## config.mk

```make
export PLATFORM = sky130hd
export DESIGN_NAME = alu_cmd_sequencer
export DESIGN_NICKNAME = d
export VERILOG_FILES = /design/src/rtl/alu_cmd_sequencer.sv
export SDC_FILE = /design/constraint.sdc
export NUM_CORES = 1
export LEC_CHECK = 0
export CAP_MARGIN = 30
export CORE_ASPECT_RATIO = 1.5
export CORE_MARGIN = 5
export CORE_UTILIZATION = 54
export CTS_CLUSTER_DIAMETER = 60
export CTS_CLUSTER_SIZE = 12
export DETAILED_ROUTE_END_ITERATION = 6
export HOLD_SLACK_MARGIN = 0.1
export MAX_ROUTING_LAYER = met4
export PLACE_DENSITY = 0.91
export SLEW_MARGIN = 30
export SYNTH_ARGS = -nofsm -noshare
export SYNTH_HDL_FRONTEND = slang
export SYNTH_SLANG_ARGS = --single-unit
export TNS_END_PERCENT = 20
```

## constraint.sdc

```tcl
create_clock -name clk -period 2.65 [get_ports clk]
set_clock_uncertainty 0.15 [all_clocks]
set_input_delay 0.53 -clock clk [delete_from_list [all_inputs] [get_ports clk]]
set_output_delay 0.53 -clock clk [all_outputs]
set_load 0.02 [all_outputs]
```

## src/rtl/alu_cmd_sequencer.sv

```systemverilog
`default_nettype none
// ============================================================================
// alu_cmd_sequencer : queues ALU commands, issues them one at a time, returns
// result + flags with a flag-class check. Option macro: DIV_ZERO_GUARD_EN.
// Revision: 1.0
// ============================================================================
module alu_cmd_sequencer #(
    parameter int CMD_DEPTH = 4,
    parameter int ALU_LAT   = 1
) (
    input  logic        clk,
    input  logic        rst,
    input  logic        cmd_valid,
    output logic        cmd_ready,
    input  logic [15:0] cmd_a,
    input  logic [15:0] cmd_b,
    input  logic [3:0]  cmd_fun,
    output logic [15:0] alu_a,
    output logic [15:0] alu_b,
    output logic [3:0]  alu_fun,
    input  logic [15:0] alu_out,
    input  logic        arith_flag,
    input  logic        logic_flag,
    input  logic        cmp_flag,
    input  logic        shift_flag,
    output logic        rsp_valid,
    input  logic        rsp_ready,
    output logic [15:0] rsp_data,
    output logic [3:0]  rsp_flags,
    output logic        rsp_err,
    output logic        busy
);

    localparam int AW = $clog2(CMD_DEPTH);
    localparam int CW = $clog2(ALU_LAT + 1);
    localparam logic [3:0] FUN_NOP = 4'hF;

    typedef enum logic [1:0] {
        IDLE = 2'd0,
        EXEC = 2'd1,
        RESP = 2'd2
    } state_t;

    state_t state, state_nxt;

    logic [35:0]   mem [CMD_DEPTH];
    logic [AW-1:0] wr_ptr, rd_ptr;
    logic [AW:0]   count;
    logic [CW-1:0] cnt;

    logic        full, empty, push, pop;
    logic        issue, guard, capture, release_rsp, div0;
    logic [15:0] head_a, head_b;
    logic [3:0]  head_fun;
    logic [3:0]  flags_in;

    function automatic logic [3:0] exp_flags(input logic [3:0] fun);
        if (fun <= 4'h3)      return 4'b1000;
        else if (fun <= 4'h9) return 4'b0100;
        else if (fun <= 4'hC) return 4'b0010;
        else if (fun <= 4'hE) return 4'b0001;
        else                  return 4'b0000;
    endfunction

    assign full      = (count == (AW+1)'(CMD_DEPTH));
    assign empty     = (count == '0);
    assign cmd_ready = !full && !rst;
    assign push      = cmd_valid && cmd_ready;
    assign busy      = (state != IDLE) || !empty;
    assign head_a    = mem[rd_ptr][35:20];
    assign head_b    = mem[rd_ptr][19:4];
    assign head_fun  = mem[rd_ptr][3:0];
    assign flags_in  = {arith_flag, logic_flag, cmp_flag, shift_flag};

`ifdef DIV_ZERO_GUARD_EN
    assign div0 = (head_fun == 4'b0011) && (head_b == 16'h0000);
`else
    assign div0 = 1'b0;
`endif

    always_ff @(posedge clk) begin
        if (push) begin
            mem[wr_ptr] <= {cmd_a, cmd_b, cmd_fun};
        end
    end

    always_ff @(posedge clk) begin
        if (rst) begin
            wr_ptr <= '0;
            rd_ptr <= '0;
            count  <= '0;
        end else begin
            if (push) wr_ptr <= wr_ptr + 1'b1;
            if (pop)  rd_ptr <= rd_ptr + 1'b1;
            case ({push, pop})
                2'b10:   count <= count + 1'b1;
                2'b01:   count <= count - 1'b1;
                default: count <= count;
            endcase
        end
    end

    always_ff @(posedge clk) begin
        if (rst) state <= IDLE;
        else     state <= state_nxt;
    end

    always_comb begin
        state_nxt   = state;
        pop         = 1'b0;
        issue       = 1'b0;
        guard       = 1'b0;
        capture     = 1'b0;
        release_rsp = 1'b0;
        case (state)
            IDLE: begin
                if (!empty) begin
                    pop = 1'b1;
                    if (div0) begin
                        guard     = 1'b1;
                        state_nxt = RESP;
                    end else begin
                        issue     = 1'b1;
                        state_nxt = EXEC;
                    end
                end
            end
            EXEC: begin
                if (cnt == '0) begin
                    capture   = 1'b1;
                    state_nxt = RESP;
                end
            end
            RESP: begin
                if (rsp_ready) begin
                    release_rsp = 1'b1;
                    state_nxt   = IDLE;
                end
            end
            default: state_nxt = IDLE;
        endcase
    end

    // ALU operands stay frozen from issue until the response is consumed.
    always_ff @(posedge clk) begin
        if (rst) begin
            alu_a     <= '0;
            alu_b     <= '0;
            alu_fun   <= FUN_NOP;
            cnt       <= '0;
            rsp_valid <= 1'b0;
            rsp_data  <= '0;
            rsp_flags <= '0;
            rsp_err   <= 1'b0;
        end else begin
            if (issue) begin
                alu_a   <= head_a;
                alu_b   <= head_b;
                alu_fun <= head_fun;
                cnt     <= CW'(ALU_LAT);
            end else if (state == EXEC && cnt != '0) begin
                cnt <= cnt - 1'b1;
            end
            if (capture) begin
                rsp_data  <= alu_out;
                rsp_flags <= flags_in;
                rsp_err   <= (flags_in != exp_flags(alu_fun));
                rsp_valid <= 1'b1;
            end
            if (guard) begin
                rsp_data  <= 16'hFFFF;
                rsp_flags <= 4'b1000;
                rsp_err   <= 1'b1;
                rsp_valid <= 1'b1;
            end
            if (release_rsp) begin
                rsp_valid <= 1'b0;
                alu_fun   <= FUN_NOP;
            end
        end
    end

endmodule
`default_nettype wire
```

# Word level (Yosys, flattened, before mapping)
# Memory sizes are Yosys's and may differ from the RTL's. A register that Yosys moved wholly into a read port is not among the register bits.
# Cells that the tools add are included.
# Widths: inputs -> output; s select.
dict set report op_classes {
  magnitude_cmp 4
  reduce_logical 14
  n_mux 23
  eq_ne 9
  add_sub_neg 5
}
# cell n
set ops {}
lappend ops {{$le 4x4->1 const B} 3}
lappend ops {{$mux 2} 6}
lappend ops {{$mux 4} 3}
lappend ops {{$mux 1} 11}
lappend ops {{$ne 2x2->1 const B} 3}
lappend ops {{$pmux 2 s3} 1}
lappend ops {{$pmux 3 s2} 1}
lappend ops {{$reduce_bool 2->1} 3}
lappend ops {{$add 2x1->2 const B} 2}
lappend ops {{$eq 2x1->1 const B} 2}
lappend ops {{$eq 2x2->1 const B} 2}
lappend ops {{$le 4x2->1 const B} 1}
lappend ops {{$ne 4x4->1} 1}
lappend ops {{$add 3x1->3 const B} 1}
lappend ops {{$eq 3x3->1 const B} 1}
lappend ops {{$logic_and 1x1->1} 3}
lappend ops {{$logic_not 1->1} 3}
lappend ops {{$logic_not 3->1} 1}
lappend ops {{$mux 3} 1}
lappend ops {{$reduce_and 3->1} 1}
lappend ops {{$sub 3x1->3 const B} 1}
lappend ops {{$logic_not 2->1} 1}
lappend ops {{$reduce_or 2->1} 1}
lappend ops {{$logic_or 1x1->1} 1}
lappend ops {{$sub 1x1->1 const B} 1}
dict set report word_totals {
  n_memories 1
  regBits 68
  wordCells 68
  ramBits 144
}
# name depth width read_ports rd_ports_with_merged_regs write_ports line
set memory_table {}
lappend memory_table {mem 4 36 1 1 1 46} ;# logic [35:0] mem [CMD_DEPTH];

# Depth between registers and ports, before layout
# Gate-level depths: netlist of the first run.
dict set report depth {
  ltp_word 8
  ltp_mapped 10
  depth_no_buf 9
}

# Worst setup path after synthesis of the first run
# No wires, ideal clock.
dict set report synth_path {
  path_kind {input-to-reg}
  start {in cmd_valid}
  end {mem mem[1][0] (enable)}
  stages 3
  required_time_ns 2.103
  arrival_time_ns 1.882
  setup_slack_ns 0.221
  cell_sequence {inv_1 -> a211oi_2 -> and2_1}
}
dict set report synth_via {
  elab_chain_cells 3
}
# item line
set synth_rtl {}
lappend synth_rtl {{from (decl)} 13} ;# input logic cmd_valid,
lappend synth_rtl {{$logic_and 1x1->1} 68} ;# assign push = cmd_valid && cmd_ready;
lappend synth_rtl {{$mux 1} 82} ;# if (push) begin
lappend synth_rtl {{$mux 1 (not written as such)} 83} ;# mem[wr_ptr] <= {cmd_a, cmd_b, cmd_fun};
lappend synth_rtl {{to (decl)} 46}
# No other way between the ends.

# Worst setup path in the final report of the first run
dict set report layout_path {
  start {reg count[0]}
  end {out cmd_ready}
}
dict set report layout_via {
  elab_chain_cells 3
}
# item line
set layout_rtl {}
lappend layout_rtl {{from (decl)} 48} ;# logic [AW:0] count;
lappend layout_rtl {{from (signal assigned)} 96} ;# 2'b10: count <= count + 1'b1;
lappend layout_rtl {{from (signal assigned)} 97} ;# 2'b01: count <= count - 1'b1;
lappend layout_rtl {{from (signal assigned)} 98} ;# default: count <= count;
lappend layout_rtl {{$eq 3x3->1} 65} ;# assign full = (count == (AW+1)'(CMD_DEPTH));
lappend layout_rtl {{$logic_not 1->1} 67} ;# assign cmd_ready = !full && !rst;
lappend layout_rtl {{$logic_and 1x1->1} 67}
lappend layout_rtl {{to (decl)} 14} ;# output logic cmd_ready,
# No other way between the ends.

==> metrics.yaml, run 1 <==
layout:
  seqCellArea_um2: 5730
  nNetsFinal: 717
  fin_cells: 862
  antenna-diode-count: 0
  drive_gt1_share_pct: 20.6
  multi_input_area_um2: 2120
  n_fill_cell: 925
  area_growth_pct: 25.0
timing:
  finalSetupViolations: 0
  whs_ns: 0.186
  setup_slack_ns: 0.176
  finalMaxSlewViolations: 0
  grt_setup_unrepaired: "false"
  period_needed_ns: 2.47
  fin_crit_sh_pct: 93.4
  fin_tns_setup_ns: 0
  finalHoldViolations: 0
  slew_headroom_pct: 55.6
  max_freq_ghz: 0.404
  tightest_slew_ns: 0.666
routing:
  drt_first_pass_iters: 5
  drc_errors: 0
  antenna_left: 0
  drt_iter0_drc: 385
  wirelength_um: 17200
  wl_per_cell_um: 20.0
  viasPerCell: 5.48
  via_count: 4722
clocking:
  numCtsBuffers: 21
  root_buffer: "clkbuf_16"
  clkTransAtPathRegs_ns: 0.06
  cts_resized: 0
  cts_tree: "built"
  cts.path.max_buffers: 3
  ctsHoldBuffers: 0
  clkLatencyLatePin_ns: 0.49
  post_cts_buffers: 0
  cts.sink_count: 214
  htreeDepth: 1
critical_path:
  critPathKind: "flip-flop to primary output"
  critPathMaxStageDelay_ns: 0.64
  reg2reg_setup_slack_ns: 0.37
  critPathMaxFanout: 5
  start_kind: "flip-flop"
  crit_arrival_ns: 1.79
  cp_slowest_cell: "clkdlybuf4s50_1"
  worstPathRequired_ns: 1.97
  worstPathCellList: "nor2_1 -> a21oi_1 -> clkdlybuf4s50_1"
  end_kind: "primary output"
synth:
  synth_flop_cell: "edfxtp_1"
  synth_cell_type_count: 43
  ys_seq_area_share_pct: 70.8
  syn_inst: 520
  synth-seq-cells: 214
  async_flop_share_pct: 0
  avgSynthCellArea_um2: 15.6
  synth_nets: 586
  synth_edf_count: 144
  yosysWarnings: 0
  syn_area_um2: 8090
die:
  die_height_um: 160
  core_area_um2: 14700
  placementRows: 54
  die_w_um: 110
  ios: 120
  die_area_um2: 17600
  initial_core_util_pct: 55.2
placed_design:
  dp_cells: 824
  place.gp.congestion: 0.803
  dpl.hpwl_um: 11500
  io_buffers: 119
  pre_cts_slack_ns: 0.0154
grt:
  grt_pass1_wl_um: 27400
  grt_max_degree: 39
  first_global_vias: 5197
  gr-total-overflow: 0
  antenna_found_initial: 0
  grt_usage_pct: 20.8
power:
  p_per_area_nw_per_um2: 1000
  vdd_drop_max_v: 0.000689
  leakage_nw: 3.32
run_status:
  status: "finished clean"
min_path:
  worstHoldPathType: "input pin to flip-flop"
run:
  drv_cap: 0
[routing by layer]
layer / vias up / global-route usage (%) / routed length [um]
li1: 2159 / - / -
met3: 37 / 3.03 / 1010
met1: 2346 / 23.9 / 6280
met2: 180 / 37.0 / 9490
met4: 0 / 6.01 / 418
met5: - / - / 0
[through the flow]
step | util (%) | instance area (um^2) | power (mW)
floorplan | - | 8090 | 6.59
global placement | 64.8 | 9510 | 7.40
detailed placement | 64.8 | 9510 | 7.57
CTS | 69.0 | 10100 | 10.3
global route | 69.0 | 10100 | 10.7
finish | 69.0 | 10100 | 10.1
[layout make-up]
type                       instances  area share, %
multi-input combinational        267           20.9
inverter                          11          0.408
tap                              196           2.43
clock buffer                      37           5.89
sequential                       214           56.7
timing repair buffer             136           13.6
clock inverter                     1         0.0866
[cell families after synthesis]
family	Yosys count	synth area share (%)
flip-flops	214	70.8
buffers and inverters	39	3.12
adder cells (fa/ha/maj)	6	1.02
AO/OA/AOI/OAI	70	5.89
XOR/XNOR	8	0.866
multiplexers	37	10.1
AND/OR/NAND/NOR	146	8.17
[state kept, by name, indices dropped and copies added, names as in the netlist, named ones only]
register,flops
mem,144
cnt,1
alu_fun,4
state,2
rsp_valid,1
rsp_data,16
wr_ptr,2
count,3
alu_b,16
rsp_flags,4
rd_ptr,2
alu_a,16
rsp_err,1
[synthesized netlist by cell type, types with 3 or more instances]
library cell	instances	share of area, %
nand3_1	4	0.25
buf_6	5	0.70
dfxtp_1	70	17
clkbuf_1	9	0.42
ha_1	5	0.77
and2_1	4	0.31
nor2_1	13	0.60
inv_1	10	0.46
xnor2_1	3	0.32
buf_2	7	0.43
edfxtp_1	144	53
a21oi_2	25	2.7
a21oi_1	34	2.1
nand2_2	25	1.9
xor2_1	5	0.54
mux4_2	36	10
nand2_1	91	4.2
[cell usage in the layout (no fill, tap or decap), types with 2 or more instances in the layout]
cell	n
edfxtp_1	144
clkdlybuf4s50_1	118
nand2_1	91
dfxtp_1	68
mux4_2	36
a21oi_1	34
nand2_2	25
a21oi_2	25
clkbuf_16	21
clkbuf_1	15
nor2_1	13
buf_4	12
inv_1	10
xor2_1	5
ha_1	5
buf_12	5
and2_2	4
nand3_1	4
xnor2_1	3
nand3b_1	2
a31oi_1	2
dfxtp_2	2
[critical path: cells and delay by family (launching register included)]
family | cells | cell delay (ns)
compound gates | 1 | 0.16
buf+inv | 1 | 0.64
flops | 1 | 0.41
simple gates | 1 | 0.09
[where the power goes]
part           switching, mW  internal, mW  leakage, nW
combinational           1.78          1.41         1.15
sequential             0.290          4.00         1.88
clock                   1.15          1.52        0.288
total                   3.22          6.92         3.32
[final timing paths]
check,cells past startpoint,end,from
max,3,cmd_ready,count[0]$_SDFFE_PP0P_
min,2,rsp_data[12]$_SDFFE_PP0P_,rst
min reg2reg,2,alu_b[15]$_SDFFE_PP0P_,alu_b[15]$_SDFFE_PP0P_
max reg2reg,9,count[2]$_SDFFE_PP0P_,state[1]$_SDFFE_PP0P_
Note: power is estimated with default switching activity, not from simulation.
==> run 2: changes to the inputs <==
--- a/config.mk
+++ b/config.mk
@@ -14,7 +14,8 @@
 export DETAILED_ROUTE_END_ITERATION = 6
 export HOLD_SLACK_MARGIN = 0.1
 export MAX_ROUTING_LAYER = met4
-export PLACE_DENSITY = 0.91
+export PLACE_DENSITY = 0.8
+export RECOVER_POWER = 50
 export SLEW_MARGIN = 30
 export SYNTH_ARGS = -nofsm -noshare
 export SYNTH_HDL_FRONTEND = slang
==> metrics.yaml, run 2 (synthesis results as in run 1) <==
layout:
  drive_gt1_share_pct: 19.4
  layout_commonest_cell: "edfxtp_1"
  final_core_util_pct: 68.6
  antenna-diode-count: 0
  nNetsFinal: 717
  largest_reg_flops: 144
  layout_common_cells: "edfxtp_1 (144), nand2_1 (91), clkdlybuf4s50_1 (82)"
  area_growth_pct: 24.4
  regMostFlops: "mem"
timing:
  max_freq_ghz: 0.404
  tightest_slew_ns: 1.66
  finalHoldViolations: 0
  slew_headroom_pct: -10.8
  grt_setup_unrepaired: "false"
  finalSetupViolations: 0
  setup_slack_ns: 0.174
  period_needed_ns: 2.48
  fin_crit_sh_pct: 93.4
  finalMaxSlewViolations: 62
critical_path:
  start_kind: "flip-flop"
  r2r-start: "count[0]$_SDFFE_PP0P_"
  end_kind: "primary output"
  startpoint: "state[1]$_SDFFE_PP0P_"
  critPathMaxFanout: 5
  crit_arrival_ns: 1.80
  critPathKind: "flip-flop to primary output"
  critPathMaxStageDelay_ns: 0.56
  cp_slowest_cell: "clkdlybuf4s50_1"
  worstPathCellList: "nor2_1 -> nand2_1 -> clkdlybuf4s50_1"
  worstPathRequired_ns: 1.97
power:
  p_sw_mw: 3.18
  p_int_mw: 6.92
  seq_power_share_pct: 43.2
  combPwrFrac_pct: 30.9
  leakage_nw: 3.31
  vdd_drop_max_v: 0.000695
  p_sw_share_pct: 31.5
  p_per_area_nw_per_um2: 1000
  clockPowerShare_pct: 25.9
routing:
  drt_iter0_drc: 341
  antenna_left: 0
  drt_first_pass_iters: 5
  viasPerCell: 5.43
  via_count: 4678
  wl_per_cell_um: 19.7
  wirelength_um: 17000
  drc_errors: 0
grt:
  gr-total-overflow: 0
  first_global_vias: 5086
  grt_max_degree: 62
  antenna_found_initial: 0
  grt_usage_pct: 20.3
  grt_pass1_wl_um: 26700
clocking:
  cts.sink_count: 214
  root_buffer: "clkbuf_16"
  clkTransAtPathRegs_ns: 0.06
  numCtsBuffers: 21
  htreeDepth: 1
  cts.path.max_buffers: 3
  ctsHoldBuffers: 0
  post_cts_buffers: 0
  cts_resized: 0
  cts_tree: "built"
  clkLatencyLatePin_ns: 0.48
die:
  die_area_um2: 17600
  ios: 120
  initial_core_util_pct: 55.2
  placementRows: 54
  die_w_um: 110
  die_height_um: 160
  core_area_um2: 14700
placed_design:
  io_buffers: 119
  place.gp.congestion: 0.760
  pre_cts_slack_ns: -0.00388
  dpl.hpwl_um: 11200
run_status:
  violations: "max-capacitance violations, max-slew violations"
  status: "finished with violations"
run:
  drv_cap: 1
min_path:
  worstHoldPathType: "input pin to flip-flop"
  hp-start: "rst"
run 2: cell types whose count changed in the layout (fill, tap and decap cells not counted), moves of 2 or more:
cell	delta
dlygate4sd3_1	+36
clkbuf_1	+2
clkdlybuf4s50_1	-36
clkbuf_2	+4
and2_2	-2
buf_4	-4
and2_0	+2
run 2: final timing paths:
check	slack, ns	to	depth (start not counted)
worst max-delay path	0.17	busy	3
worst min-delay path	0.24	rd_ptr[0]$_SDFFE_PP0P_	2
worst max register to register	0.24	mem[1][19]$_DFFE_PP_	5
worst min register to register	0.30	rsp_data[15]$_SDFFE_PP0P_	2
run 2: layer usage:
metal	track usage, %	vias up	wire, um	share of wire (%)
met2	37.2	146	9610	57
met4	4.71	0	196	1.2
met1	22.6	2351	6220	37
li1	-	2162	-	-
met5	-	-	0	0
met3	3.27	19	964	5.7
run 2: power groups by stage:
stage          sequential (mW)  combinational, mW  clock [mW]
2_1_floorplan             4.60               1.99           0
6_report                  4.36               3.11        2.62
3_5_place_dp              4.43               3.18           0
5_1_grt                   4.42               3.39        2.81
4_1_cts                   4.37               3.20        2.68
3_3_place_gp              4.39               3.07           0
run 2: cell type report:
class	count	area, um^2
inverter	11	41.3
sequential	214	5730
tap	196	245
timing repair buffer	136	1350
multi-input combinational	267	2100
clock buffer	37	596
fill	995	4600
run 2: worst max-delay path, delay by kind of cell, from the launching register on:
family	cells	cell delay [ns]
AND/OR/NAND/NOR	2	0.42
buffers and inverters	1	0.56
flip-flops	1	0.34
run 2: metrics by stage:
stage	hold WS [ns]	std cells	instance area, um^2	total power, mW	setup TNS, ns
3_5_place_dp	0.297	824	9520	7.61	-0.00388
4_1_cts	0.146	861	10100	10.2	0
2_1_floorplan	0.308	520	8090	6.59	0
6_report	0.241	861	10100	10.1	0
5_1_grt	0.279	861	10100	10.6	0
3_3_place_gp	0.291	824	9520	7.46	0
==> run 3: changes to the inputs <==
--- a/config.mk
+++ b/config.mk
@@ -16,6 +16,7 @@
 export MAX_ROUTING_LAYER = met4
 export PLACE_DENSITY = 0.8
 export RECOVER_POWER = 50
+export SKIP_LAST_GASP = 1
 export SLEW_MARGIN = 30
 export SYNTH_ARGS = -nofsm -noshare
 export SYNTH_HDL_FRONTEND = slang
==> results of run 3 <==
The final DEF is identical to that of run 2; final timing and power are the same.
